### config.mk
export PLATFORM = sky130hd
export DESIGN_NAME = seq_detector_param
export DESIGN_NICKNAME = d
export VERILOG_FILES = /design/src/rtl/seq_det_pkg.sv /design/src/rtl/seq_detector_param_sat_counter.sv /design/src/rtl/seq_detector_param.sv
export SDC_FILE = /design/constraint.sdc
export NUM_CORES = 1
export LEC_CHECK = 0
export ABC_AREA = 1
export BUFFER_PORTS_ARGS = -buffer_cell sky130_fd_sc_hd__buf_4
export CAP_MARGIN = 20
export CELL_PAD_IN_SITES_DETAIL_PLACEMENT = 0
export CELL_PAD_IN_SITES_GLOBAL_PLACEMENT = 1
export CORE_MARGIN = 4
export CORE_UTILIZATION = 41
export DETAILED_ROUTE_END_ITERATION = 16
export HOLD_SLACK_MARGIN = 0.05
export PLACE_DENSITY_LB_ADDON = 0.1
export SLEW_MARGIN = 15
export SYNTH_ARGS = -nofsm -noshare
export SYNTH_HDL_FRONTEND = slang
export SYNTH_HIERARCHICAL = 1
export SYNTH_SLANG_ARGS = --single-unit
### constraint.sdc
create_clock -name clk -period 4.7 [get_ports clk]
set_input_delay 0.705 -clock clk [delete_from_list [all_inputs] [get_ports clk]]
set_output_delay 0.705 -clock clk [all_outputs]
set_load 0.01 [all_outputs]
### src/rtl/seq_det_pkg.sv
// Shared constants and types for the serial pattern detectors.
package seq_det_pkg;

  localparam int unsigned PAT_W_MIN   = 2;
  localparam int unsigned PAT_W_MAX   = 16;
  localparam logic [2:0]  DEF_PAT_101 = 3'b101;

  typedef enum logic {
    MATCH_RESTART = 1'b0,
    MATCH_OVERLAP = 1'b1
  } match_mode_e;

endpackage

### src/rtl/seq_detector_param_sat_counter.sv
// Saturating up-counter with synchronous clear; a clear coinciding with an
// increment leaves the counter at one.
module sat_counter #(
  parameter int unsigned W = 8
) (
  input  logic         clk,
  input  logic         reset,
  input  logic         inc,
  input  logic         clr,
  output logic [W-1:0] value
);

  always_ff @(posedge clk or posedge reset) begin
    if (reset) begin
      value <= '0;
    end else if (clr) begin
      value <= W'(inc);
    end else if (inc && (value != '1)) begin
      value <= value + W'(1);
    end
  end

endmodule

### src/rtl/seq_detector_param.sv
// Parametrised Mealy serial-pattern detector with runtime pattern load,
// selectable overlap, registered match and saturating match count.
module seq_detector_param
  import seq_det_pkg::*;
#(
  parameter int unsigned      PAT_W     = 3,
  parameter logic [PAT_W-1:0] RESET_PAT = PAT_W'(DEF_PAT_101),
  parameter int unsigned      CNT_W     = 8
) (
  input  logic             clk,
  input  logic             reset,
  input  logic             en,
  input  logic             din,
  input  logic             overlap,
  input  logic             pat_load,
  input  logic [PAT_W-1:0] pat_in,
  input  logic             cnt_clr,
  output logic             match,
  output logic             match_q,
  output logic [CNT_W-1:0] match_cnt
);

  localparam int unsigned     FILL_W   = $clog2(PAT_W);
  localparam logic [FILL_W-1:0] FILL_MAX = FILL_W'(PAT_W - 1);

  logic [PAT_W-1:0]  pat_r;
  logic [PAT_W-2:0]  hist;
  logic [FILL_W-1:0] fill;
  logic [PAT_W-1:0]  window;
  logic              hit;
  match_mode_e       mode;

  assign mode = match_mode_e'(overlap);

  // The compare window is the stored history plus the bit on the wire now,
  // which is what makes the match visible in the same cycle as its last bit.
  always_comb begin
    window = {hist, din};
    hit    = ~reset & en & ~pat_load & (fill == FILL_MAX) & (window == pat_r);
  end

  assign match = hit;

  always_ff @(posedge clk or posedge reset) begin
    if (reset) begin
      pat_r <= RESET_PAT;
      hist  <= '0;
      fill  <= '0;
    end else if (pat_load) begin
      pat_r <= pat_in;
      hist  <= '0;
      fill  <= '0;
    end else if (en) begin
      if (hit && (mode == MATCH_RESTART)) begin
        hist <= '0;
        fill <= '0;
      end else begin
        hist <= window[PAT_W-2:0];
        if (fill != FILL_MAX) begin
          fill <= fill + FILL_W'(1);
        end
      end
    end
  end

  always_ff @(posedge clk or posedge reset) begin
    if (reset) begin
      match_q <= 1'b0;
    end else begin
      match_q <= hit;
    end
  end

  sat_counter #(
    .W (CNT_W)
  ) u_match_cnt (
    .clk   (clk),
    .reset (reset),
    .inc   (hit),
    .clr   (cnt_clr),
    .value (match_cnt)
  );

endmodule

==> Word-level counts from Yosys, hierarchy flattened <==
Cells that the tools add are included.
{ "totals": {"input_bits": 10, "reg_bits": 16} }
{ "classes": {"n_addsub": 2, "n_mux": 9, "n_eq_ne": 4, "n_bitwise": 7, "reduce_logical": 6} }
{ "ops": {"columns": ["cell", "n"], "rows": [
  ["$mux 8", 2],
  ["$mux 2", 7],
  ["$add 8x1->8 const B", 1],
  ["$ne 8x8->1 const B", 1],
  ["$and 1x1->1", 4],
  ["$reduce_bool 2->1", 2],
  ["$eq 3x3->1", 1],
  ["$not 1->1", 3],
  ["$reduce_bool 3->1", 1],
  ["$add 2x1->2 const B", 1],
  ["$eq 2x2->1 const B", 1],
  ["$logic_and 1x1->1", 2],
  ["$ne 2x2->1 const B", 1],
  ["$reduce_and 2->1", 1]
]} }

==> Longest topological paths before layout <==
Gate-level depths: netlist (run 1).
{ "logic_depth": {"word_depth": 9, "depth_mapped": 11} }

==> Hierarchy <==
The synthesis (run 1) kept the hierarchy.
{ "modules_own_cells": {"columns": ["module", "seq_area_each_um2", "cells_per_inst", "area_per_inst_um2", "n_inst"], "rows": [
  ["sat_counter", 200.2, 70, 496.7, 1],
  ["seq_detector_param", 202.7, 60, 467.9, 1]
]} }

==> Worst setup path after synthesis (run 1) <==
OpenSTA, ideal clock, no wires.
{ "synth_timing": {"kind": "input -> output", "start": "input port pat_load", "end": "output port match", "t_arrival_ps": 1830, "path_slack_ps": 2165, "path_stages": 4, "required_ps": 3995, "n_path_buf": 1, "cell_sequence": "buf_6 nor2_4 nand2_2 nor4_1"} }
{ "synth_via": {"elab_chain_len": 4} }
{ "synth_rtl": {"columns": ["item", "line", "rtl"], "rows": [
  ["from (decl)", "seq_detector_param.sv:15", "input logic pat_load,"],
  ["$not 1->1", "seq_detector_param.sv:39", "hit = ~reset & en & ~pat_load & (fill == FILL_MAX) & (window == pat_r);"],
  ["$and 1x1->1 (3 in a row)", "seq_detector_param.sv:39", null],
  ["to (decl)", "seq_detector_param.sv:18", "output logic match,"]
]} }
Every way passes these cells.

==> Worst setup path after layout (run 1) <==
{ "layout_timing": {"start": "register fill[0]", "end": "output port match"} }
{ "layout_via": {"elab_chain_len": 3} }
{ "layout_rtl": {"columns": ["item", "line", "rtl"], "rows": [
  ["from (decl)", "seq_detector_param.sv:28", "logic [FILL_W-1:0] fill;"],
  ["from (signal assigned)", "seq_detector_param.sv:60", "fill <= fill + FILL_W'(1);"],
  ["$eq 2x2->1", "seq_detector_param.sv:39", null],
  ["$and 1x1->1 (2 in a row)", "seq_detector_param.sv:39", null]
]} }
Every way passes these cells.

==> results.sh, run 1 <==
export IMPL_status="finished, final reports clean"
export IMPL_grt_pass1_vias=711
export IMPL_syn_area_sq_um=965
export IMPL_reg2regPathDepth=11
export IMPL_dp_cells=177
export IMPL_pin_count=20
export IMPL_row_count=17
export IMPL_numCtsBuffers=3
export IMPL_finalHoldViolations=0
export IMPL_tightest_slew_ns=0.326
export IMPL_vias_per_cell=4.55
export IMPL_dr_total_vias=824
export IMPL_holdBufCountCts=0
export IMPL_post_cts_buffers=0
export IMPL_seqCellArea_sq_um=403
export IMPL_drt_pass1_iterations=4
export IMPL_totalWireLength_um=1920
export IMPL_rsz0062_at_grt="false"
export IMPL_multi_input_area_sq_um=463
export IMPL_nets=166
export IMPL_clock_sinks=16
export IMPL_ant_nets=0
export IMPL_synth_avg_cell_area_sq_um=7.42
export IMPL_cp_end_kind="output port"
export IMPL_synth_cell_types=25
export IMPL_hold_path_class="in -> async"
export IMPL_slew_viol_final=0
export IMPL_cts_tree="yes"
export IMPL_insertion_delay_ns=0.29
export IMPL_coreArea_sq_um=2230
export IMPL_antenna_found_initial=0
export IMPL_die_area_sq_um=3190
export IMPL_syn_nets=142
export IMPL_period_needed_ns=2.36
export IMPL_drc=0
export IMPL_clk_path_buf_depth=2
export IMPL_tns_ns=0
export IMPL_drt_initial_drc_count=22
export IMPL_grt_pass1_wl_um=3210
export IMPL_finalCritPeriodShare=0.501
export IMPL_cp_data_required_time_ns=3.99
export IMPL_dp_hpwl_um=1500
export IMPL_worst_endpoint_arrival_ns=1.65
export IMPL_critPathLaunchType="flop"
export IMPL_stdcell_count=181
export IMPL_start_util=0.432
export IMPL_maxCapViolations=0
export IMPL_powerDensity_nw_per_um2=254
export IMPL_cts_clk_slew_worst_paths_ns=0.10
export IMPL_fin_skew_ns=0.00192
export IMPL_vdd_drop_max_mv=0.184
export IMPL_globalplace_congestion=0.734
export IMPL_ff2ff_setup_slack_ns=2.93
export IMPL_die_h_um=56.5
export IMPL_drt_wirelength_per_cell_um=10.6
export IMPL_cts_repair_resized=0
export IMPL_finish_utilization=0.526
export IMPL_timing_rr_end="u_match_cnt/value[1]"
export IMPL_seq_area_frac_synth=0.418
export IMPL_netlist_instances=130
export IMPL_setup_violations_final=0
export IMPL_synth_seq_cells=16
export IMPL_rr_startpoint="fill[0]"
export IMPL_max_freq_mhz=425
export IMPL_path_class="reg -> out"
export IMPL_grt_overflow=0
export IMPL_antenna_cells=0
export IMPL_p_leak_nw=0.621
export IMPL_grt_max_degree=10
export IMPL_port_buffers=19
export IMPL_yosysWarnings=6
export IMPL_htree_levels=1
export IMPL_crit_fanout=7
export IMPL_clockRootBuffer="clkbuf_4"
export IMPL_drive_above_1_share=0.281
export IMPL_die_w_um=56.5
export IMPL_fillers=220
export IMPL_grt_use_total=0.129
export IMPL_area_growth_syn_to_layout_pct=21.8
export IMPL_slew_headroom=0.782
-- flip-flops by register name (all words and copies together) (netlist names) --
| signal | cells |
|---|---|
| hist | 2 |
| fill | 2 |
| pat_r | 3 |
| match_q | 1 |
| u_match_cnt/value | 8 |
-- layer usage --
layer | GRT usage | wire [um] | vias up
met2 | 0.160 | 768 | 19
met5 | 0 | 0 | -
met1 | 0.200 | 1030 | 354
li1 | - | - | 449
met4 | 0.0610 | 14 | 0
met3 | 0.0345 | 110 | 2
-- area by class of cell --
cell class,instances,area share
Clock buffer,4,0.0309
Inverter,22,0.0745
Multi-Input combinational cell,91,0.394
Sequential cell,16,0.343
Tap cell,28,0.0298
Timing Repair Buffer,20,0.128
-- stage by stage --
stage / hold WS (ns) / cell area, sq um / setup slack, ns / power, mW
3_3_place_gp: 0.473 / 1140 / 2.41 / 0.208
2_1_floorplan: 0.453 / 965 / 2.16 / 0.192
6_report: 0.387 / 1170 / 2.34 / 0.298
5_1_grt: 0.396 / 1170 / 2.15 / 0.318
4_1_cts: 0.390 / 1170 / 2.31 / 0.303
3_5_place_dp: 0.477 / 1140 / 2.41 / 0.209
-- cells in the final DEF (no fill, tap or decap), drive strengths merged --
| cell type | synthesis | layout |
|---|---|---|
| nand3 | 11 | 11 |
| clkinv | 2 | 2 |
| nand2 | 48 | 48 |
| nor3 | 1 | 1 |
| inv | 20 | 20 |
| or2 | 1 | 1 |
| dfrtp | 14 | 14 |
| ha | 2 | 2 |
| nor2 | 13 | 13 |
| o21bai | 1 | 1 |
| a21oi | 2 | 2 |
| nand4 | 2 | 2 |
| o21ai | 8 | 8 |
| xor2 | 1 | 1 |
| nor4 | 1 | 1 |
| buf | 1 | 20 |
| dfstp | 2 | 2 |
| clkbuf | 0 | 4 |
-- power breakdown --
group	leakage, nW	switching [mW]	internal, mW
logic	0.390	0.0301	0.0213
registers	0.210	0.00615	0.148
clock network	0.0210	0.0458	0.0471
total	0.621	0.0821	0.216
-- worst max-delay path by stage --
stage	start	end	slack, ns	cells after the start
after global routing	fill[0]	match	2.15	8
final	fill[0]	match	2.34	8
after global placement	din	match	2.41	6
after detailed placement	din	match	2.41	6
after floorplan	pat_load	match	2.16	4
after CTS	fill[0]	match	2.31	8
-- synth_stat cells, drive strengths merged --
cell    instances  area, sq um
a21oi           2         10.0
buf             1         11.3
clkinv          2         12.5
dfrtp          14          350
dfstp           2         52.6
ha              2         25.0
inv            20         75.1
nand2          48          203
nand3          11         65.1
nand4           2         12.5
nor2           13         73.8
nor3            1         5.00
nor4            1         6.26
o21ai           8         40.0
o21bai          1         7.51
or2             1         6.26
xor2            1         8.76
-- critical path: stages (launching register included) --
cell,delay (ns)
dfrtp_1,0.41
inv_1,0.06
ha_1,0.18
nand2_1,0.06
inv_1,0.06
nand2_2,0.05
nor4_1,0.22
buf_4,0.20
buf_4,0.13
-- cell families (layout without fill, tap and decap cells) --
family | count (synthesis) | count (layout) | share of synthesized area
simple gates | 77 | 77 | 0.385
buf+inv | 23 | 46 | 0.102
flops | 16 | 16 | 0.418
compound gates | 11 | 11 | 0.0597
fa+ha+maj | 2 | 2 | 0.0259
xor+xnor | 1 | 1 | 0.00908
No activity file was read; power rests on OpenSTA's default activity.
==> inputs of run 2 (changes only) <==
ABC_AREA = 0   (was 1)
CORE_UTILIZATION = 39   (was 41)
clock period = 2.18 ns   (was 4.7 ns; I/O delays follow)
==> run 2 against run 1 <==
  * Synthesized area fell by 8.4%
  * Sequential share of layout area rose by 2.1 points
  * Hold slack got worse by 0.14 ns
  * Via count fell by 7.4%
  * Global-route usage rose by 0.050 points
  * Final cell count fell by 24%
  * Non-clock buffer count rose by 1
  * Clock-buffer cell count did not move
  * Flip-flop and latch count did not move
  * Sequential power rose by 110%
  * Register-to-register slack got worse by 2.8 ns
  * Clock power rose by 110%
  * Critical path type is now reg -> reg
==> results.sh, run 2 <==
export IMPL_status="finished, final reports clean"
export IMPL_clk_path_buf_depth=2
export IMPL_hold_path_class="in -> reg"
export IMPL_dr_total_vias=763
export IMPL_numCtsBuffers=3
export IMPL_netlist_instances=87
export IMPL_crit_fanout=7
export IMPL_final_area_sq_um=1110
export IMPL_placedInstanceArea_sq_um=1050
export IMPL_area_growth_syn_to_layout_pct=25.5
export IMPL_yosysWarnings=6
export IMPL_tightest_slew_ns=0.396
export IMPL_cp_end_kind="flop"
export IMPL_vdd_drop_max_mv=0.343
export IMPL_path_class="reg -> reg"
export IMPL_die_area_sq_um=3090
export IMPL_grt_max_degree=10
export IMPL_coreArea_sq_um=2060
export IMPL_synthAdderAreaFrac=0.0283
export IMPL_grt_pass1_wl_um=3230
export IMPL_layout_commonest_cell="buf_4"
export IMPL_dr_max_layer_used="met4"
export IMPL_maxCapViolations=0
export IMPL_synth_top_family_by_area="simple AND/OR/NAND/NOR gates"
export IMPL_final_cell_mix="20 x buf_4, 14 x dfrtp_1, 11 x nand2_1"
export IMPL_syn_nets=99
export IMPL_setup_slack_ns=0.150
export IMPL_drive_above_1_share=0.315
export IMPL_pin_count=20
export IMPL_yosysTopAreaCellShare=0.397
export IMPL_syn_area_sq_um=883
export IMPL_worst_endpoint_arrival_ns=2.20
export IMPL_powerDensity_nw_per_um2=528
export IMPL_cts_clk_slew_worst_paths_ns=0.09
export IMPL_critPathLaunchType="flop"
export IMPL_hold_worst_slack_ns=0.248
export IMPL_slew_headroom=0.734
export IMPL_yosys_area_top_type="dfrtp_1"
export IMPL_cts_tree="yes"
export IMPL_globalplace_congestion=0.794
export IMPL_start_util=0.428
export IMPL_synth_edff_count=0
export IMPL_seq_area_frac_synth=0.456
export IMPL_slew_viol_final=0
export IMPL_largest_register="u_match_cnt/value"
export IMPL_ff2ff_setup_slack_ns=0.15
export IMPL_largest_reg_flops=8
export IMPL_synth_compound_area_frac=0.174
export IMPL_synth_simple_area_share=0.224
export IMPL_port_buffers=19
export IMPL_max_freq_mhz=493
export IMPL_row_count=16
export IMPL_clock_sinks=16
export IMPL_synth_top_flop_cell="dfrtp_1"
export IMPL_setup_violations_final=0
export IMPL_synth_top_cells_by_area="dfrtp_1 40%, dfstp_2 5.9%, nand2_1 4.7%"
export IMPL_netlist_top_cells_count="14 x dfrtp_1, 11 x nand2_1, 6 x inv_1, 5 x a21oi_1"
export IMPL_postSynth_asyncResetShare=1.00
export IMPL_finalHoldViolations=0
export IMPL_die_h_um=55.6
export IMPL_drt_pass1_iterations=4
export IMPL_grt_overflow=0
export IMPL_synth_cell_types=40
export IMPL_yosysMostFrequentCell="dfrtp_1"
export IMPL_totalWireLength_um=1920
export IMPL_drc=0
export IMPL_drt_initial_drc_count=20
export IMPL_fin_skew_ns=0.00140
export IMPL_cp_data_required_time_ns=2.35
export IMPL_die_w_um=55.6
export IMPL_dp_hpwl_um=1460
export IMPL_grt_use_total=0.130
export IMPL_rsz0062_at_grt="false"
export IMPL_seqCellArea_sq_um=403
export IMPL_drt_wirelength_per_cell_um=13.9
export IMPL_reg_top3="u_match_cnt/value: 8 flops, pat_r: 3 flops"
export IMPL_antenna_found_initial=0
export IMPL_synth_xor_area_frac=0.0297
export IMPL_tns_ns=0
export IMPL_ant_nets=0
export IMPL_dr_wl_met2_um=873
export IMPL_fillers=191
export IMPL_muxShareOfSynthArea=0.0496
export IMPL_synth_seq_cells=16
export IMPL_period_needed_ns=2.03
export IMPL_antenna_cells=0
export IMPL_clockRootBuffer="clkbuf_4"
export IMPL_htree_levels=1
export IMPL_nets=124
export IMPL_multi_input_area_sq_um=453
export IMPL_insertion_delay_ns=0.29
export IMPL_grt_pass1_vias=720
export IMPL_p_leak_nw=0.497
export IMPL_wl_met3_um=88
export IMPL_route_layer_met1_wl_um=946
export IMPL_power_mw=0.586
export IMPL_finalCritPeriodShare=0.931
export IMPL_vias_per_cell=5.53
export IMPL_dp_slack_ns=0.155
export IMPL_synth_avg_cell_area_sq_um=10.2
## run 2: kinds of logic (layout without fill, tap and decap cells)
| family | after synthesis | in the layout |
|---|---|---|
| AO/OA/AOI/OAI | 22 | 22 |
| XOR/XNOR | 3 | 3 |
| adder cells (fa/ha/maj) | 2 | 2 |
| buffers and inverters | 7 | 31 |
| flip-flops | 16 | 16 |
| multiplexers | 4 | 4 |
| AND/OR/NAND/NOR | 33 | 33 |
## run 2: area by class of cell
type / count / area share
Inverter: 6 / 0.0203
Tap cell: 27 / 0.0305
Sequential cell: 16 / 0.363
Clock buffer: 4 / 0.0327
Multi-Input combinational cell: 64 / 0.409
Timing Repair Buffer: 21 / 0.144
## run 2: final timing paths
check / start / to / cells past startpoint
min in group asynchronous: reset / hist[0] / 3
min: cnt_clr / u_match_cnt/value[4] / 2
max: pat_r[0] / u_match_cnt/value[6] / 6
min reg2reg: hist[1] / hist[1] / 2
max in group asynchronous: reset / pat_r[2] / 3
max reg2reg: pat_r[0] / u_match_cnt/value[6] / 6
## run 2: what timing repair did
action | CTS | global route
hold endpoints to repair | 14 | 0
resized for setup | 0 | 1
setup endpoints to repair | 0 | 3
hold buffers | 1 | 0
setup buffers | 0 | 1
## run 2: metrics by stage
stage	cells	util
after floorplan	87	-
after global placement	132	0.508
after detailed placement	132	0.508
after CTS	137	0.531
after global routing	138	0.538
final	138	0.538
## run 2: critical path, stage by stage (launching register included)
cell	delay, ns
dfstp_2	0.54
xor2_1	0.10
nor4_2	0.31
and3b_2	0.31
buf_4	0.14
nand3_1	0.14
o311a_1	0.37
## run 2: metal layers
metal  vias up  GRT usage
met2        19      0.189
met5         -          0
met4         0     0.0313
met3         2     0.0464
li1        379          -
met1       363      0.182
## run 2: power breakdown
group / leakage, nW / internal [mW] / switching, mW
registers: 0.212 / 0.311 / 0.00867
logic: 0.263 / 0.0338 / 0.0371
clock network: 0.0210 / 0.102 / 0.0936
